`config.mk`:
```
export PLATFORM = sky130hd
export DESIGN_NAME = rle_stream_enc
export DESIGN_NICKNAME = d
export VERILOG_FILES = /design/src/rtl/rle_pkg.sv /design/src/rtl/rle_stream_enc_stream_reg.sv /design/src/rtl/rle_stream_enc.sv
export SDC_FILE = /design/constraint.sdc
export NUM_CORES = 1
export LEC_CHECK = 0
export ABC_AREA = 1
export CORE_ASPECT_RATIO = 0.9
export CORE_MARGIN = 4
export CORE_UTILIZATION = 56
export DETAILED_ROUTE_END_ITERATION = 6
export GPL_TIMING_DRIVEN = 0
export PLACE_DENSITY = 0.82
export SLEW_MARGIN = 30
export SYNTH_ARGS = -nofsm -noshare
export SYNTH_HDL_FRONTEND = slang
export SYNTH_HIERARCHICAL = 1
export SYNTH_SLANG_ARGS = --single-unit
```
`constraint.sdc`:
```
create_clock -name clk -period 7.1 [get_ports clk]
set_clock_uncertainty 0.2 [all_clocks]
set_input_delay 0.71 -clock clk [delete_from_list [all_inputs] [get_ports clk]]
set_output_delay 0.71 -clock clk [all_outputs]
set_load 0.01 [all_outputs]
```
`src/rtl/rle_pkg.sv`:
```
// Shared types and helpers for the run-length stream encoder.
// Holds the FSM state type, the RLE flag position and the count-word builder.
package rle_pkg;

    typedef enum logic [1:0] {
        S_IDLE = 2'd0,
        S_RUN  = 2'd1,
        S_PEND = 2'd2
    } rle_state_e;

    localparam int RLE_DW_DEFAULT = 32;
    localparam int RLE_FLAG       = RLE_DW_DEFAULT - 1;
    localparam int RLE_WORD_MAX   = 64;

    // Callers zero-extend the run count in and truncate the result to their word width.
    function automatic logic [RLE_WORD_MAX-1:0] rle_count_word(
        input logic [RLE_WORD_MAX-1:0] cnt,
        input int                      dw
    );
        logic [RLE_WORD_MAX-1:0] word;
        word         = cnt;
        word[dw-1]   = 1'b1;
        return word;
    endfunction

endpackage

```
`src/rtl/rle_stream_enc_stream_reg.sv`:
```
// One-entry registered stream slice (valid/ready) carrying data, tlast and trigger.
// Accepts a new word whenever it is empty or its current word is taken the same cycle.
module stream_reg #(
    parameter int DW = 32
) (
    input  logic          clk,
    input  logic          rst_n,
    input  logic          clr_i,
    input  logic          in_valid_i,
    output logic          in_ready_o,
    input  logic          in_last_i,
    input  logic          in_trig_i,
    input  logic [DW-1:0] in_data_i,
    output logic          out_valid_o,
    input  logic          out_ready_i,
    output logic          out_last_o,
    output logic          out_trig_o,
    output logic [DW-1:0] out_data_o
);

    logic          valid_q;
    logic          last_q;
    logic          trig_q;
    logic [DW-1:0] data_q;
    logic          load;

    assign in_ready_o = ~valid_q | out_ready_i;
    assign load       = in_valid_i & in_ready_o;

    // Payload only changes on load, so it stays stable while the consumer stalls.
    always_ff @(posedge clk or negedge rst_n) begin
        if (!rst_n) begin
            valid_q <= 1'b0;
            last_q  <= 1'b0;
            trig_q  <= 1'b0;
            data_q  <= '0;
        end else if (clr_i) begin
            valid_q <= 1'b0;
            last_q  <= 1'b0;
            trig_q  <= 1'b0;
            data_q  <= '0;
        end else if (load) begin
            valid_q <= 1'b1;
            last_q  <= in_last_i;
            trig_q  <= in_trig_i;
            data_q  <= in_data_i;
        end else if (out_ready_i) begin
            valid_q <= 1'b0;
        end
    end

    assign out_valid_o = valid_q;
    assign out_last_o  = last_q;
    assign out_trig_o  = trig_q;
    assign out_data_o  = data_q;

endmodule

```
`src/rtl/rle_stream_enc.sv`:
```
// Run-length encoder for the capture sample stream: value words (MSB=0) plus count words (MSB=1).
// Optional statistics counters are compiled in when RLE_ENC_STATS_EN is defined.
module rle_stream_enc
    import rle_pkg::*;
#(
    parameter int DW = 32,
    parameter int CW = 16
) (
    input  logic          clk,
    input  logic          rst,
    input  logic          cfg_ena,
    input  logic [DW-1:0] cfg_mask,
    input  logic [CW-1:0] cfg_limit,
    input  logic          ctl_arm,
    output logic          sti_tready,
    input  logic          sti_tvalid,
    input  logic          sti_tlast,
    input  logic          sti_trigger,
    input  logic [DW-1:0] sti_tdata,
    input  logic          sto_tready,
    output logic          sto_tvalid,
    output logic          sto_tlast,
    output logic          sto_trigger,
`ifdef RLE_ENC_STATS_EN
    output logic [31:0]   sts_in_cnt,
    output logic [31:0]   sts_out_cnt,
`endif
    output logic [DW-1:0] sto_tdata
);

    generate
        if (CW > DW - 1 || DW > RLE_WORD_MAX) begin : gen_bad_cfg
            $error("rle_stream_enc: CW must be <= DW-1 and DW <= 64");
        end
    endgenerate

    localparam logic [DW-1:0] FLAG_MASK = {1'b1, {(DW-1){1'b0}}};

    rle_state_e    state_q, state_d;
    logic [CW-1:0] count_q, count_d;
    logic [DW-1:0] prev_q, prev_d;
    logic [DW-2:0] pendData_q, pendData_d;
    logic          pendLast_q, pendLast_d;
    logic          pendTrig_q, pendTrig_d;

    logic          slotFree;
    logic          stiAccept;
    logic          sampleEq;
    logic          runExtend;
    logic [CW-1:0] limitEff;
    logic [CW-1:0] countInc;
    logic [DW-1:0] valueWord;
    logic [DW-1:0] countWordCur;
    logic [DW-1:0] countWordInc;

    logic          pushValid;
    logic          pushLast;
    logic          pushTrig;
    logic [DW-1:0] pushData;

    assign sti_tready = slotFree & (state_q != S_PEND);
    assign stiAccept  = sti_tvalid & sti_tready;

    assign sampleEq  = (((sti_tdata ^ prev_q) & cfg_mask & ~FLAG_MASK) == '0);
    assign runExtend = sampleEq & ~sti_trigger & ~sti_tlast;

    // A zero limit selects the largest run the counter can hold.
    assign limitEff = (cfg_limit == '0) ? '1 : cfg_limit;
    assign countInc = count_q + CW'(1);

    assign valueWord    = {1'b0, sti_tdata[DW-2:0]};
    assign countWordCur = DW'(rle_count_word(RLE_WORD_MAX'(count_q), DW));
    assign countWordInc = DW'(rle_count_word(RLE_WORD_MAX'(countInc), DW));

    // Next-state logic: decide what, if anything, goes into the output slice this cycle.
    always_comb begin
        state_d    = state_q;
        count_d    = count_q;
        prev_d     = prev_q;
        pendData_d = pendData_q;
        pendLast_d = pendLast_q;
        pendTrig_d = pendTrig_q;
        pushValid  = 1'b0;
        pushData   = '0;
        pushLast   = 1'b0;
        pushTrig   = 1'b0;

        if (!cfg_ena) begin
            state_d = S_IDLE;
            count_d = '0;
            if (stiAccept) begin
                pushValid = 1'b1;
                pushData  = sti_tdata;
                pushLast  = sti_tlast;
                pushTrig  = sti_trigger;
            end
        end else begin
            case (state_q)
                S_IDLE: begin
                    if (stiAccept) begin
                        pushValid = 1'b1;
                        pushData  = valueWord;
                        pushLast  = sti_tlast;
                        pushTrig  = sti_trigger;
                        prev_d    = sti_tdata;
                        count_d   = '0;
                        state_d   = sti_tlast ? S_IDLE : S_RUN;
                    end
                end
                S_RUN: begin
                    if (stiAccept) begin
                        if (runExtend) begin
                            if (countInc == limitEff) begin
                                pushValid = 1'b1;
                                pushData  = countWordInc;
                                count_d   = '0;
                            end else begin
                                count_d = countInc;
                            end
                        end else if (count_q == '0) begin
                            pushValid = 1'b1;
                            pushData  = valueWord;
                            pushLast  = sti_tlast;
                            pushTrig  = sti_trigger;
                            prev_d    = sti_tdata;
                            state_d   = sti_tlast ? S_IDLE : S_RUN;
                        end else begin
                            // Breaking sample waits in the pend register behind its run's count word.
                            pushValid  = 1'b1;
                            pushData   = countWordCur;
                            pendData_d = sti_tdata[DW-2:0];
                            pendLast_d = sti_tlast;
                            pendTrig_d = sti_trigger;
                            count_d    = '0;
                            state_d    = S_PEND;
                        end
                    end
                end
                S_PEND: begin
                    if (slotFree) begin
                        pushValid = 1'b1;
                        pushData  = {1'b0, pendData_q};
                        pushLast  = pendLast_q;
                        pushTrig  = pendTrig_q;
                        prev_d    = {1'b0, pendData_q};
                        state_d   = pendLast_q ? S_IDLE : S_RUN;
                    end
                end
                default: begin
                    state_d = S_IDLE;
                    count_d = '0;
                end
            endcase
        end
    end

    always_ff @(posedge clk or negedge rst) begin
        if (!rst) begin
            state_q    <= S_IDLE;
            count_q    <= '0;
            prev_q     <= '0;
            pendData_q <= '0;
            pendLast_q <= 1'b0;
            pendTrig_q <= 1'b0;
        end else if (ctl_arm) begin
            state_q    <= S_IDLE;
            count_q    <= '0;
            prev_q     <= '0;
            pendData_q <= '0;
            pendLast_q <= 1'b0;
            pendTrig_q <= 1'b0;
        end else begin
            state_q    <= state_d;
            count_q    <= count_d;
            prev_q     <= prev_d;
            pendData_q <= pendData_d;
            pendLast_q <= pendLast_d;
            pendTrig_q <= pendTrig_d;
        end
    end

    stream_reg #(
        .DW (DW)
    ) u_out_reg (
        .clk         (clk),
        .rst_n       (rst),
        .clr_i       (ctl_arm),
        .in_valid_i  (pushValid),
        .in_ready_o  (slotFree),
        .in_last_i   (pushLast),
        .in_trig_i   (pushTrig),
        .in_data_i   (pushData),
        .out_valid_o (sto_tvalid),
        .out_ready_i (sto_tready),
        .out_last_o  (sto_tlast),
        .out_trig_o  (sto_trigger),
        .out_data_o  (sto_tdata)
    );

`ifdef RLE_ENC_STATS_EN
    logic [31:0] stsIn_q;
    logic [31:0] stsOut_q;

    // Both counters wrap naturally at 2^32.
    always_ff @(posedge clk or negedge rst) begin
        if (!rst) begin
            stsIn_q  <= '0;
            stsOut_q <= '0;
        end else if (ctl_arm) begin
            stsIn_q  <= '0;
            stsOut_q <= '0;
        end else begin
            if (stiAccept) begin
                stsIn_q <= stsIn_q + 32'd1;
            end
            if (sto_tvalid & sto_tready) begin
                stsOut_q <= stsOut_q + 32'd1;
            end
        end
    end

    assign sts_in_cnt  = stsIn_q;
    assign sts_out_cnt = stsOut_q;
`endif

endmodule

```
[After elaboration in Yosys (flattened, before gate mapping)]
Cells that the tools add are included.
Word-level totals
  output and inout port bits: 36
  logic and storage cells: 137
  input bits: 88
  bits in registers: 117
Operators by class
  mux-type cells: 84
  reduce and logical (&&, ||, !) cells: 14
  equal/unequal tests: 17
  bitwise operators: 11
  add/sub/neg operators: 1
Operators by type and width (number)
  $mux 31: 15
  $mux 32: 8
  $mux 16: 8
  $pmux 32 s3: 1
  $pmux 31 s3: 1
  $pmux 16 s3: 1
  $mux 1: 39
  $logic_not 16->1: 2
  $logic_not 32->1: 1
  $and 31x31->31: 1
  $xor 31x31->31: 1
  $ne 3x3->1 const B: 6
  $add 16x1->16 const B: 1
  $eq 16x16->1: 1
  $ne 4x4->1 const B: 4
  $mux 2: 7
  $pmux 1 s3: 3
  $reduce_and 4->1: 2
  $reduce_bool 2->1: 4
  $reduce_and 7->1: 1
  $ne 2x2->1 const B: 3
  $pmux 2 s3: 1
  $and 1x1->1: 5
  $ne 5x5->1 const B: 1
  other kinds (8): 10

[Logic depth before layout (Yosys ltp)]
Gate-level depths: netlist of run 1.
  depth in word-level cells: 12
  mapped depth: 23
  mapped depth without buffers: 21

[Hierarchy]
Netlist of run 1, hierarchy kept.
By module, submodules not included
  rle_stream_enc: cells each 1075, seq. area each 2052.0 um^2, area an instance 6621.4 um^2, instances 1
  stream_reg: cells each 160, seq. area each 875.8 um^2, area an instance 1770.4 um^2, instances 1

[Least setup slack after synthesis of run 1]
Ideal clock, no wire load.
  path type: input port to flip-flop
  start point: input sto_tready
  end point: register u_out_reg.data_q[16] (netlist: u_out_reg/out_data_o[16])
  path buffers: 4
  path slack: 4.217 ns
  arrival: 2.566 ns
  stages: 15
  setup time: 0.117 ns
  required time: 6.783 ns
  cell sequence: inv_2 -> nand2_4 -> buf_4 -> inv_1 -> nor3b_2 -> inv_1 -> buf_2 -> nor2_1 -> inv_1 -> nand2_1 -> buf_6 -> nand2_8 -> buf_12 -> nand3_2 -> nand2_1
On the way
  cells in the longest elaborated chain, start to end: 8
  elaborated cells between the ends (all ways): 18
  those cells by class: mux (13); bitwise (4); reduce/logical (1)
RTL lines
  start: declaration: RTL line rle_stream_enc.sv:20  | input logic sto_tready,
  $or 1x1->1 (*): RTL line rle_stream_enc_stream_reg.sv:27  | assign in_ready_o = ~valid_q | out_ready_i;
  named net slotFree: RTL line rle_stream_enc.sv:46  | logic slotFree;
  $and 1x1->1: RTL line rle_stream_enc.sv:61  | assign sti_tready = slotFree & (state_q != S_PEND);
  $and 1x1->1: RTL line rle_stream_enc.sv:62  | assign stiAccept = sti_tvalid & sti_tready;
  $mux 1, on equally long branches: RTL line rle_stream_enc.sv:111, rle_stream_enc.sv:91, rle_stream_enc.sv:100
  $pmux 1 s3: RTL line rle_stream_enc.sv:98  | case (state_q)
  $mux 1 (*): RTL line rle_stream_enc.sv:88  | if (!cfg_ena) begin
  named net pushValid: RTL line rle_stream_enc.sv:56  | logic pushValid;
  $and 1x1->1 (*): RTL line rle_stream_enc_stream_reg.sv:28  | assign load = in_valid_i & in_ready_o;
  $reduce_bool 2->1 (no source line) (*)
  end signal: assignment: RTL line rle_stream_enc_stream_reg.sv:46  | data_q <= in_data_i;
  end: declaration: RTL line rle_stream_enc_stream_reg.sv:24  | logic [DW-1:0] data_q;
Mark *: on every way through the listed nets, which the timed path passes. The rest lies on a longest branch. The select of a mux whose other input is x is not followed.
A chain may end at the register's enable or synchronous reset.

[Worst setup path after layout of run 1]
  start point: input sto_tready
  end point: register u_out_reg.data_q[18] (netlist: u_out_reg/out_data_o[18])
Same word-level chain as after synthesis.

==> impl_metrics.tcl, run 1 <==
set metrics [dict create \
    wire_per_inst_um 17.06 \
    multi_input_area_um2 4456 \
    crit_slowest_cell "nor2_1" \
    nFillCells 1253 \
    wirelength_met1_um 11980 \
    yosysUniqueCellTypes 41 \
    path_clk_slew_ns 0.06 \
    portBuffers 121 \
    violations "hold timing" \
    fin_nets 1466 \
    fmax_mhz 263.3 \
    setup_viol 0 \
    io-pin-count 124 \
    cap_violations 0 \
    drive_above_1_share 0.1094 \
    fin_area_um2 10470 \
    clockBufferDepth 2 \
    peakVddDrop_v 0.0001762 \
    die_h_um 124.1 \
    syn2layout_area_growth_pct 24.71 \
    cts_num_sinks 117 \
    h-tree-depth 4 \
    hpwl_um 20220 \
    synth_area_um2 8392 \
    syn_area_per_cell_um2 6.795 \
    min_path_type "in2async" \
    maxUsedRoutingLayer "met4" \
    r2r_setup_slack_ns 3.68 \
    drt_iter0_drc 1269 \
    path_max_fanout 12 \
    coreArea_um2 14710 \
    grt_max_degree 64 \
    maxSlewViolCount 0 \
    ctsHoldBuffers 0 \
    tritoncts "built" \
    row_count 42 \
    status "finished, violations left" \
    ys_seq_area_frac 0.3489 \
    min_period_ns 3.797 \
    place_congestion 0.9978 \
    final_hold_viol_count 3 \
    via_per_inst 5.796 \
    wl_met2_um 11500 \
    cts_resized 0 \
    grt_pass1_vias 8408 \
    worstReg2RegStart "u_out_reg/out_valid_o" \
    worstPathArrival_ns 3.96 \
    antenna_cells 0 \
    path_common_cell "inv_1" \
    syn_inst 1235 \
    dieArea_um2 17010 \
    overflow 0 \
    via_count 9199 \
    rsz0062_at_grt "no" \
    power_density_nw_per_um2 182.1 \
    reg2reg_depth 13 \
    synth-seq-cells 117 \
    route.detailed.drc 0 \
    post_cts_buffers 0 \
    startpoint_type "primary input" \
    dpl_cell_area_um2 9883 \
    cts_root_buf "clkbuf_16" \
    initial_core_util 0.5703 \
    path_class "in2reg" \
    p_leak_nw 5.055 \
    worstSkewPairLatency_ns 0.43 \
    setup_tns_ns 0 \
    hold_ws_ns -0.003047 \
    ys_warn_count 6 \
    grt_pass1_wl_um 42860 \
    wl_met3_um 3038 \
    crit_chain "clkdlybuf4s50_1 -> inv_2 -> nand2_4 -> buf_4 -> inv_1 -> nor3b_2 -> inv_1 -> buf_2 -> nor2_1 -> inv_1 -> nand2_1 -> buf_6 -> clkbuf_4 -> nand4_1 -> nand2_1" \
    cp_top_family "buffers and inverters" \
    endpoint_kind "register" \
    worst_slew_pin_slew_ns 0.7491 \
    numCtsBuffers 17 \
    cp_data_required_time_ns 7.26 \
    dr.pass1.iters 6 \
    synth_nets 1325 \
    finalCoreUtilization 0.7112 \
    seq_area_um2 2928 \
    postRouteAntennaNets 0 \
    fin_crit_sh 0.5348 \
    regToRegEndpoint "u_out_reg/out_data_o[18]" \
    cp.buffers_inverters 9 \
    max_stage_delay_ns 0.57 \
    antenna_found_initial 0 \
    finalWirelength_um 27070 \
    globalRouteTotalUtil 0.3246 \
    die_x_um 137.0 \
    max-slew-margin-rel 0.4988 \
]
-- where the power goes --
group          leakage, nW  switching (mW)  internal [mW]
logic                 3.17           0.203          0.139
clock network        0.279           0.338          0.519
registers             1.60          0.0153          0.691
total                 5.05           0.556           1.35
-- worst reg2reg max path, delay by kind of cell (launching register included) --
family / cells / cell delay [ns]
buffers and inverters: 7 / 1.24
DFF: 1 / 0.40
and+or+nand+nor: 6 / 1.53
-- cells in the mapped netlist (all sizes together) --
cell,number,area (µm²)
o31ai,3,22.52
nand4,61,381.6
nand3,132,873.3
dfrtp,117,2928
nor2,69,309.0
nor3b,2,20.02
ha,2,25.02
o32ai,2,17.52
a22oi,15,112.6
buf,32,277.8
inv,162,608.1
clkinv,3,11.26
o21ai,103,519.3
a21oi,37,185.2
and3,1,6.260
clkbuf,26,111.4
o22ai,17,106.4
xor2,3,26.28
o211ai,20,150.1
nand2,423,1668
nor3,4,25.02
nand3b,1,7.510
-- worst max-delay path by stage --
| stage | start | endpoint | slack, ns | depth (start not counted) |
|---|---|---|---|---|
| floorplan | sto_tready | u_out_reg/out_data_o[16] | 4.22 | 15 |
| global placement | rst | prev_q[27] | 0.52 | 1 |
| detailed placement | sto_tready | u_out_reg/out_data_o[21] | 2.95 | 15 |
| CTS | sto_tready | u_out_reg/out_data_o[18] | 3.40 | 15 |
| global route | cfg_limit[4] | u_out_reg/out_data_o[18] | 3.23 | 23 |
| finish | sto_tready | u_out_reg/out_data_o[18] | 3.30 | 15 |
-- registers in the layout, summed over array words and instances, names as in the netlist --
| register | cells |
|---|---|
| count_q | 16 |
| prev_q | 31 |
| pendData_q | 31 |
| u_out_reg/out_valid_o | 1 |
| u_out_reg/out_trig_o | 1 |
| u_out_reg/out_last_o | 1 |
| u_out_reg/out_data_o | 32 |
| pendTrig_q | 1 |
| state_q | 2 |
| pendLast_q | 1 |
-- layout make-up --
cell class                      instances  area share
Buffer                                 58     0.03718
Clock buffer                           18     0.04101
Clock inverter                         14     0.01459
Inverter                              165     0.05918
Multi-Input combinational cell        895      0.4258
Sequential cell                       117      0.2798
Tap cell                              198     0.02367
Timing Repair Buffer                  122      0.1188
-- kinds of logic after synthesis --
group / after synthesis / share of synthesized area
buf+inv: 223 / 0.1202
xor+xnor: 3 / 0.003132
fa+ha+maj: 2 / 0.002981
compound gates: 197 / 0.1327
simple gates: 693 / 0.3921
flops: 117 / 0.3489
-- metal layers --
layer / vias to the layer above / global-route usage
met5: - / 0
met4: 0 / 0.09476
met3: 54 / 0.08805
met2: 505 / 0.4605
met1: 4309 / 0.4834
li1: 4331 / -
-- through the flow --
step	hold WS [ns]	power [mW]	worst slack, ns	std cells
after global placement	0.2698	1.043	0.5202	1554
after CTS	0.007433	1.903	3.405	1587
after floorplan	0.2144	0.8986	4.217	1235
after detailed placement	0.2751	1.050	2.949	1555
after global routing	0.02655	1.974	3.229	1587
final	-0.003047	1.905	3.303	1587
-- cells in the final DEF, fill, tap and decap left out, drive strengths merged, types with 4 or more instances in the layout --
cell	instances
a21oi	37
a22oi	15
buf	34
clkbuf	44
clkdlybuf4s50	120
clkinv	9
dfrtp	117
inv	165
nand2	423
nand3	132
nand4	61
nor2	69
nor3	4
o211ai	20
o21ai	103
o22ai	17
No activity file was read; power rests on OpenSTA's default activity.
==> inputs of run 2 (changes only) <==
==> constraint.sdc (replaced) <==
create_clock -name clk -period 3.7 [get_ports clk]
set_clock_uncertainty 0.2 [all_clocks]
set_input_delay 0.37 -clock clk [delete_from_list [all_inputs] [get_ports clk]]
set_output_delay 0.37 -clock clk [all_outputs]
set_load 0.01 [all_outputs]
==> run 2 against run 1 <==
The run ends with DRC left. Global-route usage did not move. Routed wire length increased by 0.26%. First-iteration DRC count decreased by 2.4%. Clock power rose by 91%. Critical path depth did not move. Combinational power increased by 92%. Flip-flop and latch count stayed put. Sequential power increased by 93%.
==> impl_metrics.tcl, run 2 (same netlist as run 1, synthesis figures left out) <==
set metrics [dict create \
    status "finished, violations left" \
    violations "DRC" \
    finalWirelength_um 27140 \
    place_congestion 0.9978 \
    reg2reg_depth 13 \
    io-pin-count 124 \
    pwr-share-clk 0.450 \
    cts_root_buf "clkbuf_16" \
    fin_ws_ns 0.2720 \
    clockBufferDepth 2 \
    worstSkewPairLatency_ns 0.42 \
    worst_slew_pin_slew_ns 0.7323 \
    grt_pass1_vias 8408 \
    die_x_um 137.0 \
    post_cts_buffers 0 \
    nFillCells 1252 \
    worstPathArrival_ns 3.59 \
    rsz0062_at_grt "no" \
    via_count 9212 \
    hold_ws_ns 0.2541 \
    sw_frac_of_total 0.2920 \
    tritoncts "built" \
    hpwl_um 20220 \
    overflow 0 \
    row_count 42 \
    cts_resized 0 \
    startpoint "sto_tready" \
    cts_num_sinks 117 \
    fin_nets 1467 \
    cap_violations 0 \
    regToRegEndpoint "u_out_reg/out_data_o[18]" \
    dr.pass1.iters 7 \
    min_period_ns 3.428 \
    globalRouteTotalUtil 0.3246 \
    h-tree-depth 4 \
    path_class "in2reg" \
    p_switching_mw 1.068 \
    antenna_found_initial 0 \
    postRouteAntennaNets 0 \
    internal_power_mw 2.590 \
    ctsHoldBuffers 1 \
    fmax_mhz 291.7 \
    r2r_setup_slack_ns 0.31 \
    min_path_type "in2async" \
    path_clk_slew_ns 0.06 \
    initial_core_util 0.5703 \
    numCtsBuffers 17 \
    final_common_cell "nand2_1" \
    wire_per_inst_um 17.09 \
    maxSlewViolCount 0 \
    final_hold_viol_count 0 \
    layout_common_cells "nand2_1 (406), inv_1 (146), clkdlybuf4s50_1 (120)" \
    cp-endpoint "u_out_reg/out_data_o[18]" \
    largest_reg_flops 32 \
    drive_above_1_share 0.1094 \
    drt_iter0_drc 1239 \
    worstReg2RegStart "u_out_reg/out_valid_o" \
    grt_pass1_wl_um 42860 \
    endpoint_kind "register" \
    seqPwrFrac 0.371 \
    portBuffers 121 \
    power_frac_comb 0.180 \
    p_leak_nw 5.059 \
    path_max_fanout 12 \
    via_per_inst 5.801 \
    place_ws_ns -0.1111 \
    seq_area_um2 2928 \
    startpoint_type "primary input" \
    route.detailed.drc 1 \
    finalCoreUtilization 0.7119 \
    power_density_nw_per_um2 349.2 \
    fin_crit_sh 0.9265 \
    setup_viol 0 \
    syn2layout_area_growth_pct 24.82 \
    max-slew-margin-rel 0.5100 \
    coreArea_um2 14710 \
    die_h_um 124.1 \
    dieArea_um2 17010 \
    antenna_cells 0 \
    cp_data_required_time_ns 3.86 \
    peakVddDrop_v 0.0003373 \
    multi_input_area_um2 4456 \
    grt_max_degree 64 \
]
-- run 2: cell count changes in the layout (fill, tap and decap cells not counted) --
cell / previous run / this run
dlygate4sd3_1: 0 / 1
-- run 2: worst max-delay path, cell delays in order --
cell and delay, ns:
clkdlybuf4s50_1 0.47, inv_2 0.05, nand2_4 0.15, buf_4 0.22
inv_1 0.11, nor3b_2 0.31, inv_1 0.12, buf_2 0.21
nor2_1 0.55, inv_1 0.19, nand2_1 0.13, buf_6 0.16
clkbuf_4 0.21, nand4_1 0.21, nand2_1 0.12
-- run 2: final cells by class --
class	count	area share
Multi-Input combinational cell	895	0.4253
Clock inverter	14	0.01457
Clock buffer	18	0.04097
Timing Repair Buffer	123	0.1197
Inverter	165	0.05913
Sequential cell	117	0.2795
Buffer	58	0.03715
Tap cell	198	0.02365
-- run 2: worst min-delay path by stage --
stage	start	end	cells past startpoint
after global placement	pendData_q[16]	pendData_q[16]	2
final	rst	count_q[10]	2
after floorplan	rst	count_q[0]	0
after global routing	rst	count_q[14]	2
after CTS	rst	count_q[10]	2
after detailed placement	rst	count_q[10]	1
-- run 2: through the flow --
stage	TNS [ns]	cells	power (mW)	cell area [µm²]
after detailed placement	-0.9740	1555	2.015	9883
after CTS	0	1588	3.654	10480
after global routing	0	1588	3.789	10480
after global placement	-296.23	1554	2.001	9851
final	0	1588	3.658	10480
after floorplan	0	1235	1.724	8392
-- run 2: power groups by stage --
| stage | logic (mW) | clock network (mW) | registers, mW |
|---|---|---|---|
| after floorplan | 0.343 | 0 | 1.38 |
| after global placement | 0.625 | 0 | 1.38 |
| after detailed placement | 0.638 | 0 | 1.38 |
| after CTS | 0.647 | 1.65 | 1.36 |
| after global routing | 0.717 | 1.71 | 1.36 |
| final | 0.658 | 1.64 | 1.36 |
-- run 2: layer usage --
layer  track usage  share of wire  up-vias  wire length [µm]
met4       0.09476          0.022        0               585
met1        0.4834           0.44     4270             11990
met5             0              0        -                 0
met2        0.4605           0.42      543             11470
li1              -              -     4340                 -
met3       0.08805           0.11       59              3096
==> RTL change, RTL diff (settings of run 2) <==
`DW` is set to 32 in 2 places; all go to 64.
--- a/src/rtl/rle_stream_enc_stream_reg.sv
+++ b/src/rtl/rle_stream_enc_stream_reg.sv
@@ -1,7 +1,7 @@
 // One-entry registered stream slice (valid/ready) carrying data, tlast and trigger.
 // Accepts a new word whenever it is empty or its current word is taken the same cycle.
 module stream_reg #(
-    parameter int DW = 32
+    parameter int DW = 64
 ) (
     input  logic          clk,
     input  logic          rst_n,
--- a/src/rtl/rle_stream_enc.sv
+++ b/src/rtl/rle_stream_enc.sv
@@ -3,7 +3,7 @@
 module rle_stream_enc
     import rle_pkg::*;
 #(
-    parameter int DW = 32,
+    parameter int DW = 64,
     parameter int CW = 16
 ) (
     input  logic          clk,
Interface: changed (resized cfg_mask, sti_tdata and sto_tdata); port bits go from 124 to 220. No check against the original RTL was run, so the function may have changed too.
==> RTL change against run 2 <==
Total power increased by 71%; via count rose by 63%; synthesized area is 60% higher; wire length grew 86%; cell area increased by 61%; worst setup slack worse by 170 ps; non-clock buffer count is 160 higher; sequential cell count up 96.
==> RTL change: results (changes against run 2) <==
[metrics] count of cell types in the netlist: 37 (-9.8%)
[metrics] largest net degree at the start of global routing: 88 (+38%)
[metrics] vias in the first global route: 14141 (+68%)
[metrics] timing startpoint of the critical path: u_out_reg/out_valid_o
[metrics] layout cells sized above 1: 7.480% (-3.5 points)
[metrics] share of the synthesized area in compound gates (AO/OA/AOI/OAI): 14.64% (+1.4 points)
[metrics] Slew @ Worst Pin: 852.4 ps (+120.1 ps)
[metrics] status: complete, no violations
[metrics] endpoint of the most critical register-to-register path: u_out_reg/out_data_o[47]
[metrics] Clock Tree Buf Depth: 3 (+1)
[metrics] CP Max Fanout: 11 (-1)
[metrics] H-tree lvl count: 1 (-3)
[metrics] synthesized-area fraction occupied by adder cells: 0.1864% (-0.11 points)
[metrics] PortBufs: 217 (+79%)
[metrics] synthesized-area fraction occupied by xor and xnor cells: 0.4473% (+0.13 points)
[metrics] setup slack, reg-to-reg: 100 ps (-210 ps)
[metrics] number of buffers created by CTS: 24 (+7)
[metrics] portion of the post-synthesis area used by sequential elements: 39.70% (+4.8 points)
[metrics] FF-to-FF path depth: 16 (+3)
[metrics] max FFs per register: 64 (+100%)
[metrics] Max Clk Rate: 0.2781 GHz (-4.7%)
[metrics] top area cells in the synthesized netlist: dfrtp_1 (40%), nand2_1 (17%), nand3_1 (6.5%), o21ai_0 (5.5%), inv_1 (5.0%)
[metrics] global-route wire length before repair: 77.28 mm (+80%)
[metrics] Int Pwr: 4.380 mW (+69%)
[metrics] Overall Global Routing Usage: 36.94% (+4.5 points)
[metrics] placed standard-cell area: 16040 sq um (+62%)
[metrics] layout net count: 2343 (+60%)
[metrics] number of nets produced by synthesis: 2097 (+58%)
[metrics] setup violation total in the final timing report: 0 (unchanged)
[metrics] hpwl dp: 37.90 mm (+87%)
[metrics] pre-CTS setup slack: -508.9 ps (-397.8 ps)
[metrics] number of iterations in the first detailed-routing pass: 6 (-1)
[metrics] peak ir drop on the vdd network: 398.1 uV (+18%)
RTL change: area by class of cell:
| cell class | count | area, sq um | area share [%] |
|---|---|---|---|
| clock buffers | 32 | 701.9 | 4.158 |
| clock inverters | 11 | 118.9 | 0.7041 |
| multi-input cells | 1418 | 6790 | 40.22 |
| flip-flops and latches | 213 | 5331 | 31.58 |
| repair buffers | 220 | 2242 | 13.28 |
| plain buffers | 121 | 603.1 | 3.572 |
| well taps | 302 | 377.9 | 2.238 |
| inverters | 191 | 716.9 | 4.247 |
RTL change: worst max-delay path by stage:
stage	depth (start not counted)	to
final	16	u_out_reg/out_data_o[47]
after global placement	1	u_out_reg/out_data_o[44]
after CTS	16	u_out_reg/out_data_o[47]
after detailed placement	18	u_out_reg/out_data_o[47]
after global routing	23	u_out_reg/out_data_o[42]
after floorplan	17	u_out_reg/out_data_o[34]
RTL change: through the flow:
step,instances,hold slack (ps)
after global placement,2462,266.5
after detailed placement,2464,179.5
after floorplan,1943,-125.6
final,2508,216.0
after CTS,2508,235.8
after global routing,2508,260.5
RTL change: kinds of logic after synthesis:
kind of cell,Yosys count
simple gates,1062
compound gates,348
buf+inv,312
flops,213
xor+xnor,6
fa+ha+maj,2
RTL change: worst max-delay path: stages (launching register included):
cell     delay (ps)
dfrtp_1         430
nand2_4         160
buf_2           260
inv_1           100
nor2_1          270
nand2_2         280
inv_2           250
nand3_2         220
buf_2           280
nand3_1         120
nand2_1          50
nand2_1          80
buf_4           160
buf_6           180
buf_4           190
nand4_1         160
nand2_1         110
RTL change: what timing repair did:
action,4_1_cts,5_1_grt
buffers inserted,0,0
pin swaps,0,0
resized for setup,1,4
setup endpoints to repair,20,43
hold buffers,1,0
hold endpoints to repair,72,0
RTL change: routing by layer:
layer,track usage (%),part of all wire [%],vias up
li1,-,-,6916
met1,52.05,40,7010
met2,57.08,45,952
met3,7.419,11,127
met4,13.20,4.2,0
met5,0,0,-
RTL change: power groups by stage:
stage	registers [mW]	logic, mW	clock network (mW)
2_1_floorplan	2.55	0.607	0
3_3_place_gp	2.56	1.16	0
3_5_place_dp	2.56	1.19	0
4_1_cts	2.52	1.20	2.49
5_1_grt	2.53	1.33	2.59
6_report	2.52	1.23	2.50
